===== config.mk =====
export PLATFORM = sky130hd
export DESIGN_NAME = alu_exec_unit
export DESIGN_NICKNAME = d
export VERILOG_FILES = /design/src/rtl/alu_exec_unit.sv
export SDC_FILE = /design/constraint.sdc
export NUM_CORES = 1
export LEC_CHECK = 0
export CAP_MARGIN = 20
export CORE_ASPECT_RATIO = 0.6
export CORE_MARGIN = 3
export CORE_UTILIZATION = 46
export CTS_BUF_LIST = sky130_fd_sc_hd__clkbuf_4
export CTS_CLUSTER_SIZE = 16
export DETAILED_ROUTE_END_ITERATION = 6
export PLACE_DENSITY = 0.78
export RECOVER_POWER = 100
export REMOVE_ABC_BUFFERS = 1
export SETUP_SLACK_MARGIN = 0.1
export SYNTH_ARGS = -nofsm -noshare
export SYNTH_HDL_FRONTEND = slang
export SYNTH_SLANG_ARGS = --single-unit

===== constraint.sdc =====
create_clock -name clk -period 2.2 [get_ports clk]
set_clock_uncertainty 0.2 [all_clocks]
set_input_delay 0.66 -clock clk [delete_from_list [all_inputs] [get_ports clk]]
set_output_delay 0.66 -clock clk [all_outputs]
set_load 0.05 [all_outputs]

===== src/rtl/alu_exec_unit.sv =====
// Registered 6-bit ALU with valid/ready in and out, op counter,
// sticky zero indicator and a DONE state after NUM_OPS results drain.
module alu_exec_unit #(
    parameter int WIDTH   = 6,
    parameter int NUM_OPS = 3,
    parameter int CNT_W   = 8
) (
    input  logic             clk,
    input  logic             reset,
    input  logic             in_valid,
    output logic             in_ready,
    input  logic [WIDTH-1:0] A,
    input  logic [WIDTH-1:0] B,
    input  logic [1:0]       OP,
    output logic             out_valid,
    input  logic             out_ready,
    output logic [WIDTH-1:0] RESULT,
    output logic             FLAG_Z,
    output logic             FLAG_C,
    output logic             FLAG_V,
    output logic             FLAG_N,
    output logic             zero_seen,
    output logic [CNT_W-1:0] op_count,
    output logic             done
);

    typedef enum logic [1:0] {
        S_IDLE,
        S_RUN,
        S_DONE
    } state_t;

    localparam int MSB = WIDTH - 1;
    localparam logic [CNT_W-1:0] LP_LAST = CNT_W'(NUM_OPS - 1);
    localparam logic [CNT_W-1:0] LP_MAX  = '1;

    state_t r_state;
    state_t w_state_nxt;

    logic             r_out_valid;
    logic [WIDTH-1:0] r_result;
    logic             r_z;
    logic             r_c;
    logic             r_v;
    logic             r_n;
    logic             r_zero_seen;
    logic [CNT_W-1:0] r_op_count;

    logic             w_in_ready;
    logic             w_done;
    logic             w_in_fire;
    logic             w_out_fire;
    logic [WIDTH:0]   w_sum;
    logic [WIDTH:0]   w_diff;
    logic [WIDTH-1:0] w_res;
    logic             w_c;
    logic             w_v;

    assign w_in_fire  = in_valid && w_in_ready;
    assign w_out_fire = r_out_valid && out_ready;

    // State register
    always_ff @(posedge clk or posedge reset) begin
        if (reset) begin
            r_state <= S_IDLE;
        end else begin
            r_state <= w_state_nxt;
        end
    end

    // Next-state logic
    always_comb begin
        w_state_nxt = r_state;
        unique case (r_state)
            S_IDLE: begin
                if (w_in_fire) begin
                    w_state_nxt = S_RUN;
                end
            end
            S_RUN: begin
                if (w_out_fire && (r_op_count == LP_LAST)) begin
                    w_state_nxt = S_DONE;
                end
            end
            S_DONE: begin
                w_state_nxt = S_DONE;
            end
            default: begin
                w_state_nxt = S_IDLE;
            end
        endcase
    end

    // Output logic: a draining output slot frees the input in the same cycle
    always_comb begin
        w_in_ready = 1'b0;
        w_done     = 1'b0;
        unique case (r_state)
            S_IDLE, S_RUN: begin
                w_in_ready = !reset && (!r_out_valid || out_ready);
            end
            S_DONE: begin
                w_done = 1'b1;
            end
            default: begin
                w_in_ready = 1'b0;
            end
        endcase
    end

    // One extra bit catches carry out of add and borrow out of sub
    assign w_sum  = {1'b0, A} + {1'b0, B};
    assign w_diff = {1'b0, A} - {1'b0, B};

    always_comb begin
        w_res = '0;
        w_c   = 1'b0;
        w_v   = 1'b0;
        unique case (OP)
            2'b00: begin
                w_res = w_sum[WIDTH-1:0];
                w_c   = w_sum[WIDTH];
                w_v   = (A[MSB] == B[MSB]) && (w_sum[MSB] != A[MSB]);
            end
            2'b01: begin
                w_res = w_diff[WIDTH-1:0];
                w_c   = w_diff[WIDTH];
                w_v   = (A[MSB] != B[MSB]) && (w_diff[MSB] != A[MSB]);
            end
            2'b10: begin
                w_res = A & B;
            end
            2'b11: begin
                w_res = A | B;
            end
            default: begin
                w_res = '0;
            end
        endcase
    end

    always_ff @(posedge clk or posedge reset) begin
        if (reset) begin
            r_out_valid <= 1'b0;
        end else if (w_in_fire) begin
            r_out_valid <= 1'b1;
        end else if (w_out_fire) begin
            r_out_valid <= 1'b0;
        end
    end

    always_ff @(posedge clk or posedge reset) begin
        if (reset) begin
            r_result <= '0;
            r_z      <= 1'b0;
            r_c      <= 1'b0;
            r_v      <= 1'b0;
            r_n      <= 1'b0;
        end else if (w_in_fire) begin
            r_result <= w_res;
            r_z      <= (w_res == '0);
            r_c      <= w_c;
            r_v      <= w_v;
            r_n      <= w_res[MSB];
        end
    end

    always_ff @(posedge clk or posedge reset) begin
        if (reset) begin
            r_op_count  <= '0;
            r_zero_seen <= 1'b0;
        end else if (w_out_fire) begin
            if (r_op_count != LP_MAX) begin
                r_op_count <= r_op_count + 1'b1;
            end
            if (r_z) begin
                r_zero_seen <= 1'b1;
            end
        end
    end

    assign in_ready  = w_in_ready;
    assign done      = w_done;
    assign out_valid = r_out_valid;
    assign RESULT    = r_result;
    assign FLAG_Z    = r_z;
    assign FLAG_C    = r_c;
    assign FLAG_V    = r_v;
    assign FLAG_N    = r_n;
    assign zero_seen = r_zero_seen;
    assign op_count  = r_op_count;

endmodule


# [Yosys cells after proc, flatten, opt, wreduce, memory -nomap -nowiden]
# Cells that the tools add are included.
[classes] n_mux=10 n_eq_ne=13 n_lt_le_gt_ge=0 bitwise=2 shift=0 div_mod_pow=0 reduce_logical=17 n_mul=0 n_addsub=3
[ops] op="6-bit case mux with 4 select lines" n=1
[ops] op="8-bit by 1-bit adder with 8-bit output (second input constant)" n=1
[ops] op="8-bit by 2-bit == test with 1-bit output (second input constant)" n=1
[ops] op="8-bit != test (second input constant)" n=1
[ops] op="6-bit by 6-bit adder with 7-bit output" n=1
[ops] op="6-bit by 6-bit subtractor with 7-bit output" n=1
[ops] op="6-bit AND" n=1
[ops] op="2-bit == test (second input constant)" n=3
[ops] op="1-bit logical AND" n=6
[ops] op="6-bit zero test" n=1
[ops] op="6-bit OR" n=1
[ops] op="2-bit case mux with 3 select lines" n=1
[ops] op="2-bit AND reduction" n=3
[ops] op="2-bit by 1-bit == test with 1-bit output (second input constant)" n=2
[ops] op="2-bit zero test" n=2
[ops] op="1-bit two-way mux" n=4
[ops] op="2-bit two-way mux" n=2
[ops] op="2-bit != test (second input constant)" n=2
[ops] op="1-bit case mux with 2 select lines" n=2
[ops] op="1-bit != test" n=3
[ops] op="1-bit zero test" n=2
[ops] op="2-bit nonzero test" n=1
[ops] op="2-bit OR reduction" n=1
[ops] op="1-bit == test" n=1
[ops] op="1-bit logical OR" n=1
[word_totals] n_memories=0 register_bits=22 mem_bits_ro=0 mem_bits_rw=0 in_bits=18 latch_bits=0

# [Longest topological paths before layout]
# Gate-level depths: netlist of run 1.
[logic_depth] ltp_word=7 mapped_depth=9

# [Least setup slack after synthesis of run 1]
# Ideal clock, no wire load.
[synth_timing] path_kind="input-to-reg" startpoint="input port A[1]" endpoint="register r_z (netlist: FLAG_Z)" cell_stages=8 path_slack_ps=-329 arrival_time_ps=2262 cell_sequence="inv_1 ha_1 o21bai_1 a21o_1 a2111o_1 a31o_1 a31oi_1 a32o_2"
[synth_via] elab_chain_cells=3
[synth_rtl] element="start: declaration" line_no="12" source="input logic [WIDTH-1:0] A,"
[synth_rtl] element="6-bit by 6-bit subtractor with 7-bit output (tied with other cells)" line_no="113" source="assign w_diff = {1'b0, A} - {1'b0, B};"
[synth_rtl] element="6-bit case mux with 4 select lines (*)" line_no="119" source="unique case (OP)"
[synth_rtl] element="6-bit zero test (*)" line_no="161" source="r_z <= (w_res == '0);"
[synth_rtl] element="end signal: assignment" line_no="161"
[synth_rtl] element="end: declaration" line_no="42" source="logic r_z;"
# Mark *: on every way between the ends. The rest lies on a longest branch, timed or not.
# A chain may end at the register's enable or synchronous reset.

# [Worst setup path in the final report of run 1]
[layout_timing] startpoint="input port A[3]" endpoint="register r_z (netlist: FLAG_Z)"
# The elaborated chain is that of the path after synthesis.

==> metrics.md, run 1 <==
| Metric | Value |
|---|---|
| Result of the run | `finished with violations` |
| Violations in the final reports | `negative setup slack` |
| Met2 Resource Use GR | `0.4354` |
| Register-to-register path setup slack | `-0.09 ns` |
| Cells after Synth | `185` |
| Placed Area | `2390 um^2` |
| Fin Hold WS | `0.3272 ns` |
| Total vias in the final route | `1967` |
| HPWL reported at the end of detailed placement | `3.315 mm` |
| Sequential-to-total area share from yosys stat | `0.3141` |
| Global-route track usage on met3 | `0.05495` |
| Top flip-flop cell by instance count after synthesis | `dfrtp_1` |
| Kind of end point of the critical path | `flop` |
| Type of origin of the critical path | `primary input` |
| Root buf cell | `clkbuf_4` |
| Number of distinct standard cells referenced by the synthesized netlist | `49` |
| Latest clock arrival within the worst-skew pair | `0.34 ns` |
| Most utilized layer in the global route result | `met2` |
| Via density | `6.109` |
| Total routing resource utilization after global routing | `0.2539` |
| Startpoint of the worst setup timing path | `A[3]` |
| Met1 usage in global routing | `0.3292` |
| Worst stage delay on the critical path | `0.24 ns` |
| Port Buf Inserts | `39` |
| Remaining antenna violation count | `0` |
| Number of antenna violations at the first check in global routing | `0` |
| Static power due to leakage | `1.321 nW` |
| Worst Setup Slack post-DPL | `-0.9796 ns` |
| Initial cell density of the core | `0.4974` |
| Number of slew-limit violations in the final report | `0` |
| Number of buffers between clock root and the deepest sink | `2` |
| CTS tree | `built` |
| Number of enable-type register cells in the synthesized netlist | `0` |
| Count of maximum capacitance violations | `0` |
| Post-synth top area share | `0.3141` |
| Clock edge transition at the registers on the reported setup and hold paths | `0.16 ns` |
| Die extent in x | `83.85 um` |
| Num Clock Sinks | `21` |
| Count of yosys warnings during synthesis | `0` |
| Total core area | `3363 um^2` |
| Final setup fails | `6` |
| Leading cell types by total area after synthesis | `dfrtp_1 31%, ha_1 17%, inv_1 5.6%` |
| Average routed wire per standard cell | `21.13 um` |
| Maximum vdd drop | `729.7 uV` |
| Most frequent cell after synthesis | `inv_1` |
| Worst reg2reg endpoint | `FLAG_Z$_DFFE_PP0P_` |
| Final period demand of the worst path | `2.373 ns` |
| Launch point of the worst reg-to-reg path | `r_state[0]$_DFFE_PP0P_` |
| Commonest cells in the synthesized netlist | `25 x inv_1, 23 x ha_1, 21 x dfrtp_1, 21 x nand2_1, 16 x o21ai_0` |
| PwrDens | `953.9 nW/um^2` |
| Worst reg-to-reg path cell count | `8` |
| Critical Path AT | `2.47 ns` |
| Tightest Pin Transition | `1.251 ns` |
| Vertical die dimension | `52.71 um` |
| Largest net degree at the start of global routing | `22` |
| Worst path slowest cell | `a211oi_2` |
| Antenna diode instance count | `0` |
| TritonCTS Buffers | `3` |
| Min setup slack post-route | `-0.1725 ns` |
| Wirelength, routed | `6.804 mm` |
| Global route total overflow | `0` |
| RSZ-0062 raised after global routing | `true` |
| Capture point of the worst path | `FLAG_Z$_DFFE_PP0P_` |
| Netlist Area Pre-Place | `1673 um^2` |
| I/O pin count | `40` |
| Flop and latch count out of synthesis | `21` |
| Row Count | `16` |
| Overall power after layout | `2.654 mW` |
| Net count, final | `321` |
| Post-synthesis average cell area | `9.042 um^2` |
| Routability congestion estimate | `0.9042` |
| Core occupancy in the finished layout | `0.8274` |
| Max transition margin | `0.1657` |
| Hold Crit Class | `flop to flop` |
| Period Utilization, post-route | `1.078` |
| Cell taking the most area after synthesis | `dfrtp_1` |
| Fill cell count | `191` |
| Number of global-route vias before repair | `1771` |
| Starting DRT DRC Count | `295` |
| Critical Setup Path Class | `primary input to flop` |
| Post-synthesis to final-layout area growth | `66.34%` |
| Global-route wire length before repair | `8.714 mm` |
| Remaining DRCs | `0` |
| Required @ worst endpoint | `2.30 ns` |
| Count of final hold-check violations | `0` |
| Achievable Freq | `421.5 MHz` |
| Fin area | `2783 um^2` |
| H-tree levels | `1` |
| Total Die Area | `4420 um^2` |
| Largest fanout of any net on the critical path | `2` |
| Number of detailed-routing iterations run before antenna repair | `5` |
| Sequence of cells on the critical path | `clkdlybuf4s15_1 -> buf_4 -> ha_2 -> nor2b_1 -> o21ai_0 -> o32ai_1 -> nand2_1 -> a211oi_2 -> a32o_2` |
| Fraction of registers with async set or reset after synthesis | `1.000` |
| Fraction of final layout cells with drive strength greater than 1 | `0.5126` |
power breakdown:
part / internal (mW) / switching, mW / total [mW]
clock: 0.0683 / 0.145 / 0.213
combinational: 0.638 / 1.13 / 1.77
sequential: 0.529 / 0.146 / 0.675
sequential cells by signal, indices dropped and copies added, names as in the netlist:
name       count
FLAG_Z         1
FLAG_V         1
op_count       8
FLAG_C         1
RESULT         6
zero_seen      1
out_valid      1
r_state        2
per-layer routing:
layer  vias up  part of all wire  wire length [um]
li1        831                 -                 -
met1       913              0.40              2704
met2       169              0.45              3088
met3        54             0.098               668
met4         0             0.050               342
met5         -                 0                 0
kinds of logic (layout without fill, tap and decap cells):
logic type | after synthesis | count (layout) | share of synthesized area
AO/OA/AOI/OAI | 55 | 55 | 0.2266
AND/OR/NAND/NOR | 41 | 41 | 0.1167
buffers and inverters | 31 | 123 | 0.07329
adder cells (fa/ha/maj) | 25 | 25 | 0.1960
flip-flops | 21 | 21 | 0.3141
XOR/XNOR | 9 | 9 | 0.04712
multiplexers | 3 | 3 | 0.02618
placed cells by master (no fill, tap or decap), types with 2 or more instances in the layout:
cell / synthesis / routed
o21ai_0: 16 / 6
dfrtp_1: 21 / 21
fa_2: 0 / 2
a21oi_1: 11 / 5
clkbuf_4: 0 / 3
clkbuf_1: 1 / 3
and3_1: 3 / 3
dlygate4sd2_1: 0 / 4
a211oi_1: 4 / 3
clkdlybuf4s15_1: 0 / 3
buf_6: 0 / 8
ha_1: 23 / 9
inv_1: 25 / 12
o21ai_1: 0 / 8
o21ai_2: 0 / 2
buf_12: 0 / 3
nor2_1: 5 / 3
a21o_1: 2 / 2
xnor2_1: 8 / 8
buf_2: 2 / 2
clkdlybuf4s50_1: 0 / 2
inv_4: 0 / 2
buf_8: 0 / 2
ha_2: 0 / 2
clkbuf_2: 0 / 19
ha_4: 0 / 12
nand3b_1: 2 / 2
a21oi_2: 0 / 4
a21oi_4: 0 / 2
nand2_1: 21 / 20
o21bai_4: 0 / 2
o21a_1: 2 / 2
inv_2: 1 / 12
buf_4: 1 / 45
layout make-up:
cell class              instances  area, um^2  area share
inverters                      26       102.6     0.03687
multi-input cells             133        1330      0.4780
repair buffers                 93       740.7      0.2662
well taps                      45       56.30     0.02023
clock buffers                   3       22.52    0.008094
clock inverters                 1       5.005    0.001799
flip-flops and latches         21       525.5      0.1888
how the worst min path moves through the flow:
stage / to / slack, ns / depth (start not counted) / start
after CTS: zero_seen$_DFFE_PP0P_ / 0.30 / 1 / zero_seen$_DFFE_PP0P_
after global routing: zero_seen$_DFFE_PP0P_ / 0.33 / 1 / zero_seen$_DFFE_PP0P_
after floorplan: r_state[1]$_DFFE_PP0P_ / 0.35 / 2 / r_state[1]$_DFFE_PP0P_
after detailed placement: zero_seen$_DFFE_PP0P_ / 0.27 / 1 / zero_seen$_DFFE_PP0P_
final: FLAG_C$_DFFE_PP0P_ / 0.33 / 2 / FLAG_C$_DFFE_PP0P_
after global placement: zero_seen$_DFFE_PP0P_ / 0.26 / 1 / zero_seen$_DFFE_PP0P_
worst max-delay path, delay by kind of cell:
| kind | cells | cell delay, ns |
|---|---|---|
| buf+inv | 2 | 0.33 |
| simple gates | 2 | 0.36 |
| fa+ha+maj | 1 | 0.20 |
| compound gates | 4 | 0.91 |
through the flow:
step | setup TNS, ns | cells
after floorplan | -1.736 | 180
after global placement | -6.711 | 304
after detailed placement | -7.351 | 304
after CTS | -0.04513 | 319
after global routing | -1.158 | 322
final | -0.5138 | 322
what timing repair did:
| item | in CTS | in global routing |
|---|---|---|
| endpoints found under the setup margin | 9 | 11 |
| resized for setup | 113 | 19 |
| hold buffers | 0 | 0 |
| setup buffers | 11 | 3 |
| hold endpoints to repair | 0 | 0 |
| cloned | 0 | 0 |
| pin swaps | 28 | 14 |
No activity file was read; power rests on OpenSTA's default activity.
==> inputs of run 2 (changes only) <==
--- a/config.mk
+++ b/config.mk
@@ -8,11 +8,12 @@
 export CAP_MARGIN = 20
 export CORE_ASPECT_RATIO = 0.6
 export CORE_MARGIN = 3
-export CORE_UTILIZATION = 46
+export CORE_UTILIZATION = 51
 export CTS_BUF_LIST = sky130_fd_sc_hd__clkbuf_4
 export CTS_CLUSTER_SIZE = 16
 export DETAILED_ROUTE_END_ITERATION = 6
-export PLACE_DENSITY = 0.78
+export MAX_ROUTING_LAYER = met4
+export PLACE_DENSITY = 0.82
 export RECOVER_POWER = 100
 export REMOVE_ABC_BUFFERS = 1
 export SETUP_SLACK_MARGIN = 0.1
==> constraint.sdc (replaced) <==
create_clock -name clk -period 2.38 [get_ports clk]
set_clock_uncertainty 0.2 [all_clocks]
set_input_delay 0.714 -clock clk [delete_from_list [all_inputs] [get_ports clk]]
set_output_delay 0.714 -clock clk [all_outputs]
set_load 0.05 [all_outputs]
==> metrics.md, run 2 (same netlist as run 1, synthesis figures left out) <==
| Metric | Value |
|---|---|
| Number of buffers between clock root and the deepest sink | `2 (unchanged)` |
| Total routing resource utilization after global routing | `0.3420 (+0.08814)` |
| Routability congestion estimate | `0.9844 (+8.9%)` |
| Root buf cell | `clkbuf_4` |
| TritonCTS Buffers | `3 (unchanged)` |
| Number of detailed-routing iterations run before antenna repair | `7 (+2)` |
| Met2 routed WL | `3.443 mm (+11%)` |
| Maximum vdd drop | `616.4 uV (-16%)` |
| Proportion of power drawn by combinational gates | `0.646 (-0.020)` |
| Number of slew-limit violations in the final report | `0 (unchanged)` |
| Result of the run | `finished with violations` |
| Antenna diode instance count | `0 (unchanged)` |
| Largest fanout of any net on the critical path | `2 (unchanged)` |
| I/O pin count | `40 (unchanged)` |
| Top library cells by usage in the layout, fill and taps aside | `45 x buf_4, 21 x dfrtp_1, 20 x nand2_1, 18 x clkbuf_1, 13 x inv_1` |
| Share of total power in the clock network | `0.082 (+0.002)` |
| Latest clock arrival within the worst-skew pair | `0.33 ns (about the same)` |
| Hold Crit Class | `flop to flop` |
| Share of power burned in registers | `0.272 (+0.018)` |
| RSZ-0062 raised after global routing | `true` |
| Static power due to leakage | `1.230 nW (-6.9%)` |
| Min setup slack post-route | `-0.1243 ns (+0.04822 ns)` |
| Core occupancy in the finished layout | `0.8629 (+0.03554)` |
| Largest register FFs | `8 (unchanged)` |
| Count of final hold-check violations | `0 (unchanged)` |
| PwrDens | `908.2 nW/um^2 (-4.8%)` |
| Remaining DRCs | `0 (unchanged)` |
| Net count, final | `316 (-1.6%)` |
| Fill cell count | `160 (-16%)` |
| Critical Path AT | `2.54 ns (+0.07 ns)` |
| Cell-internal power | `1.035 mW (-16%)` |
| Final setup fails | `7 (+1)` |
| Type of origin of the critical path | `primary input` |
| Sequence of cells on the critical path | `clkdlybuf4s15_2 -> buf_4 -> ha_1 -> a21oi_2 -> buf_4 -> a21oi_1 -> a21oi_1 -> xnor2_1 -> o21ai_1 -> a32o_2` |
| Fin Hold WS | `0.3065 ns (-0.02072 ns)` |
| Max transition margin | `0.1796 (+0.01390)` |
| Final period demand of the worst path | `2.504 ns` |
| Total core area | `3003 um^2 (-11%)` |
| Via density | `6.580 (+7.7%)` |
| Global route total overflow | `0 (unchanged)` |
| Clock edge transition at the registers on the reported setup and hold paths | `0.13 ns (-0.03 ns)` |
| Commonest non-fill, non-tap cell in the layout | `buf_4` |
| CTS tree | `built` |
| Count of maximum capacitance violations | `0 (unchanged)` |
| Required @ worst endpoint | `2.41 ns (+0.11 ns)` |
| Remaining antenna violation count | `0 (unchanged)` |
| Initial cell density of the core | `0.5571 (+0.05969)` |
| Routed length on met1 | `2.685 mm (-0.70%)` |
| Kind of end point of the critical path | `flop` |
| Total vias in the final route | `2066 (+5.0%)` |
| Period Utilization, post-route | `1.052` |
| Critical Setup Path Class | `primary input to flop` |
| Number of antenna violations at the first check in global routing | `0 (unchanged)` |
| Net switching power | `1.318 mW (-7.1%)` |
| Number of global-route vias before repair | `2031 (+15%)` |
| Global-route wire length before repair | `10.19 mm (+17%)` |
| Starting DRT DRC Count | `326 (+11%)` |
| HPWL reported at the end of detailed placement | `4.073 mm (+23%)` |
| Worst path slowest cell | `a32o_2` |
| Met3 WL | `734 um (+9.9%)` |
| Average routed wire per standard cell | `23.89 um (+13%)` |
| Post-synthesis to final-layout area growth | `54.90%` |
| Row Count | `15 (-1)` |
| Fraction of final layout cells with drive strength greater than 1 | `0.4154 (-0.09719)` |
| Port Buf Inserts | `39 (unchanged)` |
| Violations in the final reports | `negative setup slack` |
| Num Clock Sinks | `21 (unchanged)` |
| Wirelength, routed | `7.503 mm (+10%)` |
| Largest net degree at the start of global routing | `22 (unchanged)` |
| Highest signal layer in the routed design | `met4` |
| Vertical die dimension | `50.37 um (-4.4%)` |
| Switching share of total power | `0.5602 (+0.02586)` |
| Worst stage delay on the critical path | `0.27 ns (+0.03 ns)` |
| Die extent in x | `79.94 um (-4.7%)` |
| Total Die Area | `4026 um^2 (-8.9%)` |
| Achievable Freq | `399.3 MHz` |
| H-tree levels | `1 (unchanged)` |
| Tightest Pin Transition | `1.231 ns (-0.02085 ns)` |
run 2: cell count changes in the layout (fill, tap and decap cells not counted), moves of 3 or more:
cell / before / now
clkbuf_2: 19 / 3
clkbuf_1: 3 / 18
a21oi_1: 5 / 8
clkdlybuf4s15_1: 3 / 0
ha_4: 12 / 9
o21bai_1: 1 / 4
run 2: final timing paths:
check | start | cells past startpoint | endpoint | slack, ns
max in group asynchronous | reset | 3 | RESULT[5]$_DFFE_PP0P_ | 0.51
worst min register to register | FLAG_V$_DFFE_PP0P_ | 2 | FLAG_V$_DFFE_PP0P_ | 0.31
worst min-delay path | FLAG_V$_DFFE_PP0P_ | 2 | FLAG_V$_DFFE_PP0P_ | 0.31
min in group asynchronous | reset | 3 | RESULT[2]$_DFFE_PP0P_ | 0.75
worst max register to register | op_count[1]$_DFFE_PP0P_ | 7 | op_count[2]$_DFFE_PP0P_ | -0.07
worst max-delay path | A[3] | 10 | FLAG_Z$_DFFE_PP0P_ | -0.12
run 2: repair_timing:
action | in CTS | in global routing
buffers inserted | 9 | 3
pin swaps | 24 | 14
hold buffers | 0 | 0
resized for setup | 98 | 14
hold endpoints to repair | 0 | 0
setup endpoints to repair | 9 | 8
run 2: cell type report:
cell class,count,area [um^2],area share
Clock buffer,3,22.52,0.008691
Clock inverter,1,5.005,0.001931
Inverter,26,107.6,0.04153
Multi-Input combinational cell,133,1222,0.4718
Sequential cell,21,525.5,0.2028
Tap cell,42,52.55,0.02028
Timing Repair Buffer,88,655.6,0.2530
run 2: critical path, delay by kind of cell:
| family | cells | cell delay (ns) |
|---|---|---|
| adder cells (fa/ha/maj) | 1 | 0.24 |
| AO/OA/AOI/OAI | 5 | 0.89 |
| XOR/XNOR | 1 | 0.18 |
| buffers and inverters | 3 | 0.52 |
run 2: power groups by stage:
stage | clock, mW | sequential [mW] | combinational, mW
2_1_floorplan | 0 | 1.04 | 0.416
4_1_cts | 0.177 | 0.614 | 1.52
6_report | 0.193 | 0.640 | 1.52
3_5_place_dp | 0 | 0.614 | 1.37
3_3_place_gp | 0 | 0.600 | 1.31
5_1_grt | 0.207 | 0.647 | 1.57
run 2: stage by stage:
stage	TNS [ns]	cell area (um^2)	worst slack, ns	std cells	power [mW]
final	-0.3294	2591	-0.1243	314	2.353
after global placement	-5.199	2338	-0.7344	298	1.914
after floorplan	-0.7043	1648	-0.3445	180	1.451
after CTS	-0.01959	2629	-0.01959	311	2.309
after global routing	-0.3723	2591	-0.1103	314	2.427
after detailed placement	-6.122	2338	-0.8187	298	1.983
run 2: routing by layer:
layer / GRT usage / up-vias
met5: - / -
met4: 0.1376 / 0
met3: 0.07348 / 90
met2: 0.5755 / 209
met1: 0.4014 / 952
li1: - / 815
==> inputs of run 3 (changes only) <==
--- a/config.mk
+++ b/config.mk
@@ -17,6 +17,7 @@
 export RECOVER_POWER = 100
 export REMOVE_ABC_BUFFERS = 1
 export SETUP_SLACK_MARGIN = 0.1
+export SLEW_MARGIN = 20
 export SYNTH_ARGS = -nofsm -noshare
 export SYNTH_HDL_FRONTEND = slang
 export SYNTH_SLANG_ARGS = --single-unit
==> results of run 3 <==
No change in the layout: final DEF, timing and power equal those of run 2.
